## config.mk

```make
export PLATFORM = sky130hd
export DESIGN_NAME = window_scheduler_flat
export DESIGN_NICKNAME = d
export VERILOG_FILES = /design/src/rtl/window_scheduler_if.sv /design/src/rtl/window_scheduler.sv /design/src/flat_wrapper.sv
export SDC_FILE = /design/constraint.sdc
export NUM_CORES = 1
export LEC_CHECK = 0
export CAP_MARGIN = 5
export CORE_ASPECT_RATIO = 1.25
export CORE_MARGIN = 2
export CORE_UTILIZATION = 60
export DETAILED_ROUTE_END_ITERATION = 10
export PLACE_DENSITY = 0.8
export REMOVE_ABC_BUFFERS = 1
export SETUP_SLACK_MARGIN = 0.5
export SYNTH_ARGS = -nofsm -noshare
export SYNTH_HDL_FRONTEND = slang
export SYNTH_SLANG_ARGS = --single-unit
```

## constraint.sdc

```tcl
create_clock -name clk -period 6.9 [get_ports clk]
set_input_delay 1.38 -clock clk [delete_from_list [all_inputs] [get_ports clk]]
set_output_delay 1.38 -clock clk [all_outputs]
set_load 0.01 [all_outputs]
```

## src/rtl/window_scheduler_if.sv

```systemverilog
// Control, strobe and status bundle between the window scheduler and its
// environment; the master side drives control and observes strobes/status.
interface window_scheduler_if;
    logic       en;
    logic       start;
    logic       flush;
    logic       sample_valid;
    logic       shift_1s;
    logic       shift_5s;
    logic       shift_30s;
    logic       shift_240s;
    logic       valid_1s;
    logic       valid_5s;
    logic       valid_30s;
    logic       valid_240s;
    logic       data_valid;
    logic       clr;
    logic [1:0] state;

    modport master (
        output en, start, flush, sample_valid,
        input  shift_1s, shift_5s, shift_30s, shift_240s,
        input  valid_1s, valid_5s, valid_30s, valid_240s, data_valid, clr, state
    );

    modport slave (
        input  en, start, flush, sample_valid,
        output shift_1s, shift_5s, shift_30s, shift_240s,
        output valid_1s, valid_5s, valid_30s, valid_240s, data_valid, clr, state
    );
endinterface

```

## src/rtl/window_scheduler.sv

```systemverilog
// Divider cascade and fill tracker sequencing the 0.2 s / 1 s / 5 s / 30 s / 240 s
// sliding-window shift registers, with start/flush control.
module window_scheduler #(
    parameter int unsigned SPT       = 50,
    parameter int unsigned CHUNKS_1S = 5,
    parameter int unsigned N_5S      = 5,
    parameter int unsigned N_30S     = 6,
    parameter int unsigned N_240S    = 8,
    parameter int unsigned CNT_W     = 8
) (
    input logic              clk,
    input logic              rst,
    window_scheduler_if.slave bus
);
    typedef enum logic [1:0] {StIdle = 2'd0, StFill = 2'd1, StRun = 2'd2, StFlush = 2'd3} state_e;

    localparam logic [CNT_W-1:0] C0Max = CNT_W'(SPT - 1);
    localparam logic [CNT_W-1:0] C1Max = CNT_W'(CHUNKS_1S - 1);
    localparam logic [CNT_W-1:0] C2Max = CNT_W'(N_5S - 1);
    localparam logic [CNT_W-1:0] C3Max = CNT_W'(N_30S - 1);
    localparam logic [CNT_W-1:0] D1    = CNT_W'(CHUNKS_1S);
    localparam logic [CNT_W-1:0] D2    = CNT_W'(N_5S);
    localparam logic [CNT_W-1:0] D3    = CNT_W'(N_30S);
    localparam logic [CNT_W-1:0] D4    = CNT_W'(N_240S);
    localparam logic [CNT_W-1:0] One   = CNT_W'(1);

    state_e           state_q, state_d;
    logic [CNT_W-1:0] c0_q, c0_d, c1_q, c1_d, c2_q, c2_d, c3_q, c3_d;
    logic [CNT_W-1:0] f1_q, f1_d, f2_q, f2_d, f3_q, f3_d, f4_q, f4_d;
    logic [3:0]       shift_q, shift_d;
    logic [3:0]       valid_q, valid_d;
    logic             counting, w0, w1, w2, w3;

    assign counting = (state_q == StFill || state_q == StRun) && !bus.en && bus.sample_valid;
    // Each wrap cascades only when every faster stage wraps on the same sample.
    assign w0 = counting && (c0_q == C0Max);
    assign w1 = w0 && (c1_q == C1Max);
    assign w2 = w1 && (c2_q == C2Max);
    assign w3 = w2 && (c3_q == C3Max);

    always_ff @(posedge clk or negedge rst) begin
        if (!rst) begin
            state_q <= StIdle;
            c0_q    <= '0;
            c1_q    <= '0;
            c2_q    <= '0;
            c3_q    <= '0;
            f1_q    <= '0;
            f2_q    <= '0;
            f3_q    <= '0;
            f4_q    <= '0;
            shift_q <= '0;
            valid_q <= '0;
        end else begin
            state_q <= state_d;
            c0_q    <= c0_d;
            c1_q    <= c1_d;
            c2_q    <= c2_d;
            c3_q    <= c3_d;
            f1_q    <= f1_d;
            f2_q    <= f2_d;
            f3_q    <= f3_d;
            f4_q    <= f4_d;
            shift_q <= shift_d;
            valid_q <= valid_d;
        end
    end

    always_comb begin
        state_d = state_q;
        c0_d    = c0_q;
        c1_d    = c1_q;
        c2_d    = c2_q;
        c3_d    = c3_q;
        f1_d    = f1_q;
        f2_d    = f2_q;
        f3_d    = f3_q;
        f4_d    = f4_q;
        shift_d = {w3, w2, w1, w0};
        valid_d = valid_q;

        if (counting) c0_d = w0 ? '0 : c0_q + One;
        if (w0) c1_d = w1 ? '0 : c1_q + One;
        if (w1) c2_d = w2 ? '0 : c2_q + One;
        if (w2) c3_d = w3 ? '0 : c3_q + One;

        // Fill counters saturate at depth; valid rises with the strobe that fills.
        if (w0 && f1_q != D1) begin
            f1_d = f1_q + One;
            if (f1_d == D1) valid_d[0] = 1'b1;
        end
        if (w1 && f2_q != D2) begin
            f2_d = f2_q + One;
            if (f2_d == D2) valid_d[1] = 1'b1;
        end
        if (w2 && f3_q != D3) begin
            f3_d = f3_q + One;
            if (f3_d == D3) valid_d[2] = 1'b1;
        end
        if (w3 && f4_q != D4) begin
            f4_d = f4_q + One;
            if (f4_d == D4) valid_d[3] = 1'b1;
        end

        unique case (state_q)
            StIdle:  if (bus.start) state_d = StFill;
            StFill:  if (valid_d[3]) state_d = StRun;
            StRun:   state_d = StRun;
            StFlush: state_d = StIdle;
            default: state_d = StIdle;
        endcase

        if (bus.flush) begin
            state_d = StFlush;
            c0_d    = '0;
            c1_d    = '0;
            c2_d    = '0;
            c3_d    = '0;
            f1_d    = '0;
            f2_d    = '0;
            f3_d    = '0;
            f4_d    = '0;
            shift_d = '0;
            valid_d = '0;
        end
    end

    assign bus.shift_1s   = shift_q[0];
    assign bus.shift_5s   = shift_q[1];
    assign bus.shift_30s  = shift_q[2];
    assign bus.shift_240s = shift_q[3];
    assign bus.valid_1s   = valid_q[0];
    assign bus.valid_5s   = valid_q[1];
    assign bus.valid_30s  = valid_q[2];
    assign bus.valid_240s = valid_q[3];
    assign bus.data_valid = valid_q[3];
    assign bus.clr        = (state_q == StFlush);
    assign bus.state      = state_q;
endmodule

```

## src/flat_wrapper.sv

```systemverilog
// flat-port wrapper written by rule: the top's interface ports become plain ports
module window_scheduler_flat 
#(
    parameter int unsigned SPT       = 50,
    parameter int unsigned CHUNKS_1S = 5,
    parameter int unsigned N_5S      = 5,
    parameter int unsigned N_30S     = 6,
    parameter int unsigned N_240S    = 8,
    parameter int unsigned CNT_W     = 8
)
  (clk, rst, bus_en, bus_start, bus_flush, bus_sample_valid, bus_shift_1s, bus_shift_5s, bus_shift_30s, bus_shift_240s, bus_valid_1s, bus_valid_5s, bus_valid_30s, bus_valid_240s, bus_data_valid, bus_clr, bus_state);
  window_scheduler_if bus_i ();
  input logic clk;
  input logic rst;
  input wire logic [$bits(bus_i.en)-1:0] bus_en;
  input wire logic [$bits(bus_i.start)-1:0] bus_start;
  input wire logic [$bits(bus_i.flush)-1:0] bus_flush;
  input wire logic [$bits(bus_i.sample_valid)-1:0] bus_sample_valid;
  output wire logic [$bits(bus_i.shift_1s)-1:0] bus_shift_1s;
  output wire logic [$bits(bus_i.shift_5s)-1:0] bus_shift_5s;
  output wire logic [$bits(bus_i.shift_30s)-1:0] bus_shift_30s;
  output wire logic [$bits(bus_i.shift_240s)-1:0] bus_shift_240s;
  output wire logic [$bits(bus_i.valid_1s)-1:0] bus_valid_1s;
  output wire logic [$bits(bus_i.valid_5s)-1:0] bus_valid_5s;
  output wire logic [$bits(bus_i.valid_30s)-1:0] bus_valid_30s;
  output wire logic [$bits(bus_i.valid_240s)-1:0] bus_valid_240s;
  output wire logic [$bits(bus_i.data_valid)-1:0] bus_data_valid;
  output wire logic [$bits(bus_i.clr)-1:0] bus_clr;
  output wire logic [$bits(bus_i.state)-1:0] bus_state;
  assign bus_i.en = bus_en;
  assign bus_i.start = bus_start;
  assign bus_i.flush = bus_flush;
  assign bus_i.sample_valid = bus_sample_valid;
  assign bus_shift_1s = bus_i.shift_1s;
  assign bus_shift_5s = bus_i.shift_5s;
  assign bus_shift_30s = bus_i.shift_30s;
  assign bus_shift_240s = bus_i.shift_240s;
  assign bus_valid_1s = bus_i.valid_1s;
  assign bus_valid_5s = bus_i.valid_5s;
  assign bus_valid_30s = bus_i.valid_30s;
  assign bus_valid_240s = bus_i.valid_240s;
  assign bus_data_valid = bus_i.data_valid;
  assign bus_clr = bus_i.clr;
  assign bus_state = bus_i.state;
  window_scheduler #(.SPT(SPT), .CHUNKS_1S(CHUNKS_1S), .N_5S(N_5S), .N_30S(N_30S), .N_240S(N_240S), .CNT_W(CNT_W)) u_core (.clk(clk), .rst(rst), .bus(bus_i));
endmodule
```

# Yosys cells after proc, flatten, opt, wreduce, memory -nomap -nowiden
# Cells that the tools add are included.
classes:
  n_reduce_logical: 28
  n_mul: 0
  bitwise: 0
  mux: 34
  n_eq_ne: 17
  magnitude_cmp: 0
  addsub: 8
  shift: 0
  n_div: 0
ops:
  columns: ["op", "count"]
  rows:
  - ["two-way mux 8 bit", 20]
  - ["adder 8 x 1 -> 8 bit, second input constant", 8]
  - ["== test 8 x 3 -> 1 bit, second input constant", 6]
  - ["!= test 8 x 3 -> 1 bit, second input constant", 3]
  - ["nonzero test 2 bit", 11]
  - ["logical AND 1 bit", 10]
  - ["== test 8 x 4 -> 1 bit, second input constant", 1]
  - ["== test 8 x 6 -> 1 bit, second input constant", 1]
  - ["two-way mux 1 bit", 8]
  - ["two-way mux 4 bit", 2]
  - ["!= test 8 x 4 -> 1 bit, second input constant", 1]
  - ["case mux 2 bit (4 select lines)", 1]
  - ["AND reduction 2 bit", 4]
  - ["two-way mux 2 bit", 3]
  - ["!= test 3 bit, second input constant", 2]
  - ["== test 2 bit, second input constant", 2]
  - ["== test 2 x 1 -> 1 bit, second input constant", 1]
  - ["logical NOT 2 bit", 1]
  - ["logical NOT 1 bit", 1]
  - ["logical OR 1 bit", 1]
word_totals:
  latch_bits: 0
  memories: 0
  ram_bits: 0
  register_bits: 74
  elab_cells: 101
  mem_bits_ro: 0
  inputBits: 6

# Longest topological paths before layout
# Gate-level depths: netlist of the first run.
logic_depth:
  word_depth: 13
  depth_mapped: 10
  depth_no_buf: 8

# Worst setup path before layout of the first run
# Ideal clock, no wire load.
synth_path:
  kind: "input port to flip-flop"
  from: "input port bus_en"
  to: "register u_core.f4_q[5]"
  setup_slack_ps: 3521
  required_time_ps: 6768
  setup_time_ps: 132
  arrival_time_ps: 3247
  path_buffers: 1
  path_stages: 7
  cell_sequence: "nand3b_1 > or3_1 > buf_2 > or4_4 > or4_1 > xor2_1 > nor2_1"
synth_between:
  elab_chain_cells: 9
synth_rtl:
  columns: ["item", "line", "source"]
  rows:
  - ["start, declared", "flat_wrapper.sv:15", "input wire logic [$bits(bus_i.en)-1:0] bus_en;"]
  - ["logical NOT 1 bit", "window_scheduler.sv:34", "assign counting = (state_q == StFill || state_q == StRun) && !bus.en && bus.sample_valid;"]
  - ["logical AND 1 bit (2 in a row)", "window_scheduler.sv:34", null]
  - ["logical AND 1 bit", "window_scheduler.sv:36", "assign w0 = counting && (c0_q == C0Max);"]
  - ["logical AND 1 bit", "window_scheduler.sv:37", "assign w1 = w0 && (c1_q == C1Max);"]
  - ["logical AND 1 bit", "window_scheduler.sv:38", "assign w2 = w1 && (c2_q == C2Max);"]
  - ["logical AND 1 bit", "window_scheduler.sv:39", "assign w3 = w2 && (c3_q == C3Max);"]
  - ["logical AND 1 bit", "window_scheduler.sv:100", "if (w3 && f4_q != D4) begin"]
  - ["nonzero test 2 bit (no line)", null, null]
  - ["end signal, assigned", "window_scheduler.sv:51", "f4_q <= '0;"]
  - ["end signal, assigned", "window_scheduler.sv:63", "f4_q <= f4_d;"]
  - ["end, declared", "window_scheduler.sv:29", "logic [CNT_W-1:0] f1_q, f1_d, f2_q, f2_d, f3_q, f3_d, f4_q, f4_d;"]
# No other way between the ends.
# A chain may end at the register's enable or synchronous reset.

# Worst setup path after layout of the first run
# Same ends and word-level chain as after synthesis.

==> metrics.md, run 1 <==
| Metric | Value |
|---|---|
| Worst path depth | 7 |
| Hold WC Path Type | reg2reg |
| Hold path cells | 2 |
| Fmax | 278 MHz |
| Worst Hold End | u_core.valid_q[1] |
| Clock-pin slew on the worst setup and hold paths | 0.08 ns |
| Via density | 5.76 |
| Internal Power | 0.000691 W |
| RR Startpoint | u_core.bus.state[0] |
| Clk network pwr share | 40.5% |
| Comb pwr share | 9.4% |
| Layout cells sized above 1 | 4.23% |
| Wire per inst | 14.1 µm |
| Routed WL | 8240 µm |
| Hold Buf Count CTS | 0 |
| Total track usage | 23.3% |
| Worst-Skew Late Latency | 0.34 ns |
| Largest net degree at the start of global routing | 75 |
| Critical Path AT | 3.82 ns |
| EDFF count, synth | 0 |
| Core area | 6890 µm² |
| Number of diodes | 0 |
| CTS buffer count | 9 |
| R2R cell count | 8 |
| Maximum vdd drop | 0.134 mV |
| Initial Utilization | 61.2% |
| Top FF cell, synth | dfrtp_1 |
| Yosys reg bits | 74 |
| Unrepaired setup endpoints after global routing | no |
| First drt pass iteration count | 4 |
| Crit path cell chain | clkdlybuf4s50_1, nand3b_1, or3_1, or4_4, or4_1, xor2_1, nor2_1 |
| # IOs | 18 |
| Sequential power share | 50.2% |
| Post-CTS sizing | 0 |
| Post-CTS Setup Bufs | 0 |
| Post-synth ARST share | 100% |
| Slew margin rel. | 39.8% |
| Bufs and invs on worst path | 1 |
| FF-to-FF End | u_core.f4_q[5] |
| CP Max Fanout | 8 |
| Syn Area/Cell | 8.88 µm² |
| Vias in the first global route | 3286 |
| Fill cells | 566 |
| Yosys warns | 0 |
| Setup CP Type | in2reg |
| Crit path required time | 7.12 ns |
| Post-Place Cells | 570 |
| Rows | 34 |
| CP Launch Type | input pin |
| CP peak stage delay | 0.59 ns |
| Setup TNS | 0 ns |
| Area growth syn-to-layout | 10.7% |
| Worst R2R Setup Slack | 4.02 ns |
| 1st-iter DRT viols | 249 |
| Critical path's slowest cell | or4_4 |
| Crit share post-route | 52.1% |
| # setup viols final | 0 |
| Placer Congestion | 0.854 |
| Net Sw Power | 0.000209 W |
| Sw Ratio | 23.2% |
| Final Hold Viols | 0 |
| Port bufs | 17 |
| Clock sink count | 74 |
| Multi-input gate area | 2210 µm² |
| Critical path endpoint category | flip-flop |
| Post-DP HPWL | 5680 µm |
| Root buf cell | clkbuf_8 |
| Cell Area, Synth | 4220 µm² |
| Tightest Pin Transition | 0.904 ns |
| GRT overflow | 0 |
| Post-Synthesis Cells | 475 |
| Initial antenna violation count | 0 |
| Register area share after synthesis | 43.9% |
| Tmin final | 3.60 ns |
| Final non-filler cell total | 586 |
| Status | completed |
| H-tree Lvls | 3 |
| Power per cell area | 193 nW/µm² |
| Final ANT Viol Nets | 0 |
| Clk buf depth | 2 |
| Register area | 1850 µm² |
| Max-Cap Viols | 0 |
| Clk_skew | 0.00840 ns |
| Leakage | 2.06 nW |
| DR vias | 3374 |
| CTS tree | done |
| First-pass GRT wire length | 14600 µm |
| Delay-heaviest family, CP | simple AND/OR/NAND/NOR gates |
| Worst hold start | u_core.valid_q[1] |
| Die Wd | 79.0 µm |
| Post-route DRC | 0 |
| Die area | 7720 µm² |
| Pins Over Slew Limit | 0 |
| Die H | 97.7 µm |
| Layout Utilization | 67.7% |
| Post-layout nets | 521 |
| Synth unique cells | 45 |
layout make-up:
cell class                      instances  area share, %
Clock inverter                          2           1.29
Tap cell                               90           2.41
Inverter                               25           2.01
Timing Repair Buffer                   20           4.02
Multi-Input combinational cell        361           47.3
Clock buffer                           14           3.27
Sequential cell                        74           39.7
kinds of logic after synthesis:
kind of cell / count (synthesis) / synth area share [%]
mux: 5 / 1.19
flops: 74 / 43.9
xor+xnor: 37 / 7.69
buf+inv: 40 / 3.68
compound gates: 69 / 9.32
simple gates: 226 / 27.1
fa+ha+maj: 24 / 7.12
flip-flops by register name, summed over array words and instances (netlist names):
name              count
u_core.bus.state      2
u_core.c0_q           8
u_core.c1_q           8
u_core.c2_q           8
u_core.c3_q           8
u_core.f1_q           8
u_core.f2_q           8
u_core.f3_q           8
u_core.f4_q           8
u_core.shift_q        4
u_core.valid_q        4
Yosys cell counts, types with 2 or more instances:
| library cell | n | area share, % |
|---|---|---|
| dfrtp_1 | 74 | 44 |
| nor2_1 | 59 | 5.3 |
| nand2_1 | 49 | 4.4 |
| nand3_1 | 28 | 3.3 |
| xor2_1 | 28 | 5.8 |
| o21ai_0 | 27 | 3.2 |
| inv_1 | 25 | 2.2 |
| ha_1 | 24 | 7.1 |
| a21oi_1 | 20 | 2.4 |
| nand4_1 | 16 | 2.4 |
| nor3_1 | 14 | 1.7 |
| and3_1 | 13 | 1.9 |
| clkbuf_1 | 12 | 1.1 |
| xnor2_1 | 9 | 1.9 |
| or3_1 | 8 | 1.2 |
| a31oi_1 | 7 | 1.0 |
| and2_1 | 7 | 1.0 |
| mux2i_1 | 5 | 1.2 |
| nand2b_1 | 5 | 0.74 |
| or4_1 | 5 | 0.89 |
| nand3b_1 | 3 | 0.53 |
| nor2b_1 | 3 | 0.45 |
| nor3b_1 | 3 | 0.53 |
| nor4b_1 | 3 | 0.62 |
| o22ai_1 | 3 | 0.45 |
| a21o_1 | 2 | 0.36 |
| nor4_1 | 2 | 0.30 |
| o211a_1 | 2 | 0.47 |
| o21ai_1 | 2 | 0.24 |
| o41ai_1 | 2 | 0.42 |
layout by cell type (no fill, tap or decap), drive strengths merged, types with 13 or more instances in the layout:
master,n
nand2,49
a21oi,20
and3,13
xor2,28
nand4,16
nor3,15
nor2,59
inv,25
o21ai,29
ha,24
dfrtp,74
clkbuf,14
nand3,28
clkdlybuf4s50,16
layer usage:
| layer | routed length [µm] | global-route usage [%] | up-vias |
|---|---|---|---|
| li1 | - | - | 1679 |
| met1 | 3780 | 30.5 | 1608 |
| met2 | 3970 | 37.6 | 70 |
| met3 | 296 | 5.11 | 17 |
| met4 | 188 | 9.15 | 0 |
| met5 | 0 | 0 | - |
through the flow:
stage,hold WS (ns),power (W),instance area [µm²],setup WS [ns]
global placement,0.470,0.000542,4460,2.99
floorplan,0.447,0.000503,4160,3.35
global route,0.510,0.000942,4670,3.13
finish,0.485,0.000900,4670,3.30
CTS,0.490,0.000910,4670,3.31
detailed placement,0.471,0.000546,4460,2.95
worst min-delay path: stages (launching register included):
cell and delay, ns:
dfrtp_1 0.34, nand2_1 0.06, o41ai_1 0.05
power by group through the flow:
stage,clock network (W),logic [W],registers (W)
after floorplan,0,0.0000422,0.000460
final,0.000364,0.0000842,0.000452
after detailed placement,0,0.0000857,0.000460
after global placement,0,0.0000829,0.000460
after CTS,0.000372,0.0000863,0.000452
after global routing,0.000394,0.0000957,0.000453
worst max-delay path by stage:
stage	startpoint	to	slack, ns
global route	bus_en	u_core.f4_q[3]	3.13
global placement	bus_en	u_core.f4_q[5]	2.99
finish	bus_en	u_core.f4_q[5]	3.30
detailed placement	bus_en	u_core.f4_q[5]	2.95
CTS	bus_en	u_core.f4_q[5]	3.31
floorplan	bus_en	u_core.valid_q[2]	3.35
Note: power is estimated with default switching activity, not from simulation.
==> run 2, diff against run 1 <==
- CORE_UTILIZATION: 60 -> 55
- PLACE_DENSITY: 0.8 -> 0.77
- clock period: 6.9 -> 3.1 ns (I/O delays scaled with it)
==> run 2 against run 1 <==
Effect of this change:
- register-to-register slack got worse by 3.5 ns
- first-iteration DRC count decreased by 24%
- power increased by 110%
- routed wire length increased by 2.1%
- non-clock buffer count increased by 12
- setup slack got worse by 2.7 ns
- clock power increased by 77%
- final area increased by 1.7%
- count of clock-buffer cells in the layout decreased by 1
- combinational power increased to 2.7 times the previous value
- core utilization decreased by 3.6 points
- critical path type is now reg2reg
- largest power group unchanged
==> metrics.md, run 2 (same netlist as run 1, synthesis figures left out) <==
| Metric | Value |
|---|---|
| Status | completed |
| Number of diodes | 0 |
| First-pass GRT wire length | 14700 µm |
| Total track usage | 22.6% |
| Pins Over Slew Limit | 0 |
| Max-Cap Viols | 0 |
| First drt pass iteration count | 5 |
| Critical Path AT | 2.77 ns |
| Met2 WL | 4300 µm |
| Fill cells | 616 |
| Leakage | 2.12 nW |
| Core area | 7400 µm² |
| CP Max Fanout | 5 |
| 1st-iter DRT viols | 189 |
| CTS tree | done |
| Most frequent cells in the layout | 74 x dfrtp_1, 59 x nor2_1, 48 x nand2_1, 28 x nand3_1, 28 x xor2_1 |
| Hold Buf Count CTS | 0 |
| Via density | 5.79 |
| Port bufs | 17 |
| Die H | 102 µm |
| Worst-Skew Late Latency | 0.35 ns |
| Power per cell area | 393 nW/µm² |
| Metal-1 WL | 3740 µm |
| Post-DP HPWL | 5880 µm |
| Initial Utilization | 57.0% |
| Routed length on met3 | 212 µm |
| Critical path endpoint category | flip-flop |
| Crit path required time | 3.33 ns |
| H-tree Lvls | 3 |
| # setup viols final | 0 |
| Die Wd | 82.3 µm |
| Unrepaired setup endpoints after global routing | yes |
| Clk buf depth | 2 |
| Rows | 35 |
| Maximum vdd drop | 0.255 mV |
| Clk_skew | 0.00620 ns |
| Crit share post-route | 81.8% |
| Highest routed layer | met4 |
| Tot Pwr | 0.00187 W |
| DR vias | 3471 |
| Routed WL | 8410 µm |
| CP Launch Type | flip-flop |
| Final Hold Viols | 0 |
| Clock sink count | 74 |
| Largest net degree at the start of global routing | 75 |
| Final ANT Viol Nets | 0 |
| Die area | 8390 µm² |
| Final non-filler cell total | 600 |
| Setup TNS | 0 ns |
| Layout cells sized above 1 | 7.87% |
| Post-Place Cells | 580 |
| Initial antenna violation count | 0 |
| Clock-pin slew on the worst setup and hold paths | 0.07 ns |
| Tightest Pin Transition | 0.914 ns |
| Post-route DRC | 0 |
| GRT overflow | 0 |
| Slew margin rel. | 39.0% |
| Most common cell after layout, fill and taps aside | dfrtp_1 |
| Final hold slack | 0.471 ns |
| Setup CP Type | reg2reg |
| Wire per inst | 14.0 µm |
| CTS buffer count | 9 |
| Placer Congestion | 0.834 |
| Area growth syn-to-layout | 12.6% |
| Vias in the first global route | 3392 |
| Hold WC Path Type | in2async |
| Tmin final | 2.54 ns |
| Post-layout nets | 533 |
| Fmax | 394 MHz |
| # IOs | 18 |
| Root buf cell | clkbuf_8 |
[run 2: changes by cell type in the layout (fill, tap and decap cells not counted), moves of 2 or more]
| cell | previous run | this run |
|---|---|---|
| bufinv_16 | 2 | 0 |
| clkinv_2 | 0 | 3 |
| buf_4 | 3 | 14 |
| nor4b_1 | 3 | 1 |
| nor4b_2 | 0 | 2 |
[run 2: per-layer routing]
| layer | vias up | track usage [%] |
|---|---|---|
| met5 | - | 0 |
| met4 | 0 | 10.0 |
| met3 | 12 | 3.45 |
| met2 | 54 | 39.3 |
| met1 | 1708 | 27.4 |
| li1 | 1697 | - |
[run 2: stage by stage]
stage | util (%) | setup WS, ns | area (µm²)
after floorplan | - | 0.187 | 4160
after global placement | 61.2 | 0.188 | 4530
after detailed placement | 61.2 | 0.186 | 4530
after CTS | 63.8 | 0.519 | 4720
after global routing | 64.2 | 0.439 | 4750
final | 64.2 | 0.565 | 4750
[run 2: where the power goes]
group	leakage [nW]	total, W	switching [W]	internal, W
registers	1.03	0.000997	0.0000145	0.000982
logic	1.01	0.000226	0.000124	0.000102
clock network	0.0872	0.000645	0.000336	0.000309
[run 2: worst max-delay path, cell delays in order, from the launching register on]
cell and delay, ns:
dfrtp_1 0.43, inv_1 0.09, ha_1 0.13, nor4b_1 0.24
nand3_1 0.30, or4_4 0.61, or4_4 0.43, xor2_1 0.14
nor2_1 0.05
[run 2: what timing repair did]
item,in CTS,in global routing
gates resized for setup,0,6
setup buffers,4,0
endpoints found under the setup margin,1,9
pin swaps,0,1
[run 2: area by class of cell]
cell class | count | area (µm²) | area share, %
multi-input cells | 361 | 2230 | 47.0
flip-flops and latches | 74 | 1850 | 39.0
repair buffers | 32 | 290 | 6.11
clock buffers | 13 | 149 | 3.13
well taps | 92 | 115 | 2.42
inverters | 25 | 93.8 | 1.98
clock inverters | 3 | 15.0 | 0.316
[run 2: path summary, 6_finish.rpt]
path	start	endpoint	slack, ns	depth (start not counted)
max	u_core.c3_q[1]	u_core.f4_q[5]	0.56	8
min	rst	u_core.c0_q[4]	0.47	2
max reg2reg	u_core.c3_q[1]	u_core.f4_q[5]	0.56	8
min reg2reg	u_core.valid_q[1]	u_core.valid_q[1]	0.49	2
max in group asynchronous	rst	u_core.c2_q[1]	2.02	2
min in group clk	u_core.valid_q[1]	u_core.valid_q[1]	0.49	2
==> patch 1: new RTL, config.mk and constraints of run 2 <==
`c2_q` no longer has a reset.
--- a/src/rtl/window_scheduler.sv
+++ b/src/rtl/window_scheduler.sv
@@ -45,3 +45,2 @@
             c1_q    <= '0;
-            c2_q    <= '0;
             c3_q    <= '0;
@@ -57,3 +56,2 @@
             c1_q    <= c1_d;
-            c2_q    <= c2_d;
             c3_q    <= c3_d;
@@ -66,2 +64,6 @@
         end
+    end
+
+    always_ff @(posedge clk) begin
+        c2_q <= c2_d;
     end
Formal check against the unedited RTL: same outputs for any inputs over 10 cycles, from zero or initial values and one cycle with rst low; that may be too few to reach the edited logic, so the function may still have changed.
==> patch 1 against run 2 <==
Critical path depth down 1; worst setup slack better by 61 ps; power up 8.5%; sequential cell count unchanged; routed wire length up 8.3%; synthesized cell count down 0.63%; final cell count down 0.17%; synthesized area up 2.3%; combinational power up 4%; worst hold slack worse by 100 ps; utilization down 0.56 points; final area up 3.2%.
==> patch 1: results (changes against run 2) <==
| Metric | Value |
|---|---|
| Pre-CTS setup slack | `303.4 ps (was 185.9 ps)` |
| Iter 0 DRT Violations | `147 (was 189)` |
| Met3 Resource Use GR | `3.683% (was 3.445%)` |
| Switching pwr | `503.4 uW (was 474.2 uW)` |
| Per-cell routed wire length | `15.21 um (was 14.02 um)` |
| Number of cells traversed by the worst register-to-register path | `7 (was 8)` |
| Wire length of the first global-routing pass | `15,350 um (was 14,700 um)` |
| Launch point of the worst reg-to-reg path | `u_core.c1_q[0]$_DFFE_PN0P_ (was u_core.c3_q[1]$_DFFE_PN0P_)` |
| Largest net degree at the start of global routing | `37 (was 75)` |
| Mean post-synth cell area | `9.135 um^2 (was 8.877 um^2)` |
| List of most frequent post-synthesis cells | `66 x sky130_fd_sc_hd__dfrtp_1, 45 x sky130_fd_sc_hd__nor2_1, 44 x sky130_fd_sc_hd__nand2_1 (was 74 x sky130_fd_sc_hd__dfrtp_1, 59 x sky130_fd_sc_hd__nor2_1, 49 x sky130_fd_sc_hd__nand2_1)` |
| Async SR Flop Fraction | `89.19% (was 100.0%)` |
| Max transition margin | `42.01% (was 39.05%)` |
| Max Clock Skew | `10.07 ps (was 6.202 ps)` |
| Post-route worst hold slack | `370.3 ps (was 470.7 ps)` |
| Crit path setup slack, layout | `626.2 ps (was 564.7 ps)` |
| Lkg Pwr | `0.002103 uW (was 0.002119 uW)` |
| Met1 wire length | `4085 um (was 3742 um)` |
| Largest vdd supply drop | `0.2380 mV (was 0.2548 mV)` |
| Worst reg2reg setup slack | `630 ps (was 560 ps)` |
| Data arrival time at the worst-slack endpoint | `2720 ps (was 2770 ps)` |
| Routed wl met3 | `307 um (was 212 um)` |
| HPWL Detailed | `6339 um (was 5884 um)` |
| GRT Overall Usage | `22.25% (was 22.61%)` |
| Result of the run | `finished, final reports clean (unchanged)` |
| Share of the yosys chip area belonging to registers | `42.02% (was 43.92%)` |
| Final weighted congestion of routability-driven global placement | `0.8848 (was 0.8336)` |
patch 1: cell types whose count changed in the layout (fill, tap and decap cells not counted), sizes merged, moves of 8 or more:
cell / delta
dfrtp: -8
dfxtp: +8
nand3: -9
nor2: -14
nor4: +9
xor2: -17
patch 1: what timing repair did:
item	in CTS	in global routing
endpoints found under the setup margin	1	4
resized for setup	1	3
buffers inserted	0	2
pin swaps	0	0
endpoints found under the hold margin	0	0
patch 1: layout make-up:
cell class | instances | area (um^2)
clock inverters | 2 | 35.03
clock buffers | 14 | 172.7
multi-input cells | 358 | 2381
flip-flops and latches | 74 | 1812
fillers | 598 | 2803
well taps | 95 | 118.9
repair buffers | 32 | 290.3
inverters | 24 | 90.09
patch 1: kinds of logic after synthesis:
group	after synthesis	synth area share (%)
AOI/OAI and AO/OA	85	12.16
xor gates and xnor gates	27	5.484
adders and majority gates	24	6.965
buffers and inverters	40	3.569
DFF	74	42.02
muxes	10	2.438
and+or+nand+nor	212	27.36
==> patch 2: new RTL, config.mk and constraints of run 2 <==
Without the edit above. `CNT_W` is set to 8 in 2 places; all go to 10.
--- a/src/rtl/window_scheduler.sv
+++ b/src/rtl/window_scheduler.sv
@@ -8,3 +8,3 @@
     parameter int unsigned N_240S    = 8,
-    parameter int unsigned CNT_W     = 8
+    parameter int unsigned CNT_W     = 10
 ) (
--- a/src/flat_wrapper.sv
+++ b/src/flat_wrapper.sv
@@ -8,3 +8,3 @@
     parameter int unsigned N_240S    = 8,
-    parameter int unsigned CNT_W     = 8
+    parameter int unsigned CNT_W     = 10
 )
Function: no difference found for any inputs over 10 cycles, from zero or initial values and one cycle with rst low; that may be too few to reach the edited logic, so the function may still have changed.
==> patch 2 against run 2 <==
Routed wire length is 24% higher; non-clock buffer count fell by 1; power rose by 34%; final cell count is 20% higher; critical path depth unchanged; first-iteration DRC count is 25% higher; count of clock-buffer cells in the layout decreased by 4; worst setup slack better by 110 ps; final area rose by 22%; synthesized area is 23% higher; sequential cell count rose by 16; highest routed layer unchanged.
==> patch 2: results (changes against run 2) <==
| Metric | Value |
|---|---|
| Fraction of final layout cells sized beyond drive strength 1 | `8.067% (was 7.874%)` |
| TritonRoute pass-1 iters | `4 (was 5)` |
| Syn Inst Count | `573 (was 475)` |
| Non-Filler Instances | `718 (was 600)` |
| Final weighted congestion of routability-driven global placement | `0.8581 (was 0.8336)` |
| Result of the run | `finished, final reports clean (unchanged)` |
| Top area cells in the synthesized netlist | `sky130_fd_sc_hd__dfrtp_1 44%, sky130_fd_sc_hd__ha_1 5.6%, sky130_fd_sc_hd__nor2_1 5.3% (was sky130_fd_sc_hd__dfrtp_1 44%, sky130_fd_sc_hd__ha_1 7.1%, sky130_fd_sc_hd__xor2_1 5.8%)` |
| Wire length of the first global-routing pass | `18,460 um (was 14,700 um)` |
| Slowest cell on crit path | `sky130_fd_sc_hd__or4b_4 (was sky130_fd_sc_hd__or4_4)` |
| Total clock buffers created by CTS | `9 (unchanged)` |
| Iter 0 DRT Violations | `236 (was 189)` |
| Family with the most delay on the worst path | `simple AND/OR/NAND/NOR gates (unchanged)` |
| H-tree depth | `3 (unchanged)` |
| Share of the yosys chip area belonging to registers | `43.57% (was 43.92%)` |
| Lkg Pwr | `0.002481 uW (was 0.002119 uW)` |
| Max Root-Sink Buffers | `2 (unchanged)` |
| Delay contributed by the slowest stage of the critical path | `480 ps (was 610 ps)` |
| Buffers inserted by post-CTS timing repair | `0 (was 4)` |
| Actual transition at the worst max-transition pin | `594.2 ps (was 914.3 ps)` |
| Data arrival time at the worst-slack endpoint | `2700 ps (was 2770 ps)` |
| Via count of the first global-routing pass | `4,043 (was 3,392)` |
| Final Routed Wirelength | `10,460 um (was 8412 um)` |
| Instance count after placement with tap cells included | `705 (was 580)` |
| Max Clock Skew | `5.702 ps (was 6.202 ps)` |
| Largest vdd supply drop | `0.2261 mV (was 0.2548 mV)` |
| Launch point of the critical path | `u_core.c2_q[0]$_DFFE_PN0P_ (was u_core.c3_q[1]$_DFFE_PN0P_)` |
| HPWL Detailed | `7419 um (was 5884 um)` |
| GRT Overall Usage | `21.89% (was 22.61%)` |
| Post-synth cell types | `57 (was 45)` |
| Vias | `4,154 (was 3,471)` |
| Reg2reg end | `u_core.f3_q[9]$_DFFE_PN0P_ (was u_core.f4_q[5]$_DFFE_PN0P_)` |
| Critical path peak fanout | `10 (was 5)` |
| Total number of nets in the final design | `622 (was 533)` |
| Number of fill cells in the layout | `782 (was 616)` |
==> patch 2: per-layer routing <==
layer | global-route usage (%) | up-vias | part of all wire (%)
met5 | 0 | - | 0
met4 | 9.026 | 0 | 1.5
met3 | 2.282 | 10 | 2.3
met2 | 38.01 | 54 | 51
met1 | 28.01 | 2038 | 45
li1 | - | 2052 | -
==> patch 2: power by group <==
group          switching (uW)  leakage (uW)  internal (uW)
Clock                     413      0.000147            689
Combinational             107       0.00108           75.5
Sequential               20.9       0.00125           1190
Total                     541       0.00248           1950
==> patch 2: area by class of cell <==
class | count | area [um^2] | share of cell area (%)
Inverter | 23 | 86.33 | 1.488
Tap cell | 123 | 153.9 | 2.653
Multi-Input combinational cell | 438 | 2741 | 47.25
Timing Repair Buffer | 31 | 271.5 | 4.680
Clock buffer | 9 | 225.2 | 3.882
Sequential cell | 90 | 2253 | 38.84
Clock inverter | 4 | 70.07 | 1.208
==> patch 2: timing repair <==
item                                    CTS  global route
cloned                                    0             0
resized for setup                         1             5
endpoints found under the setup margin    2            23
==> patch 2: kinds of logic (layout without fill, tap and decap cells) <==
kind of cell    after synthesis  after routing  share of synthesized area (%)
simple gates                271            271                          28.52
fa+ha+maj                    23             23                          5.568
buf+inv                      45             67                          3.631
flops                        90             90                          43.57
compound gates               97             97                          10.65
xor+xnor                     43             43                          7.286
mux                           4              4                         0.7747
==> patch 2: stage by stage <==
step                      util [%]  instance area (um^2)  hold WS [ps]  worst slack (ps)
after floorplan                  -                  5067         324.4             504.7
after global placement       60.15                  5489         484.4             222.5
after detailed placement     60.15                  5489         481.6             188.7
after CTS                    63.40                  5786         308.2             542.6
after global routing         63.58                  5802         340.3             480.6
final                        63.58                  5802         282.9             673.6
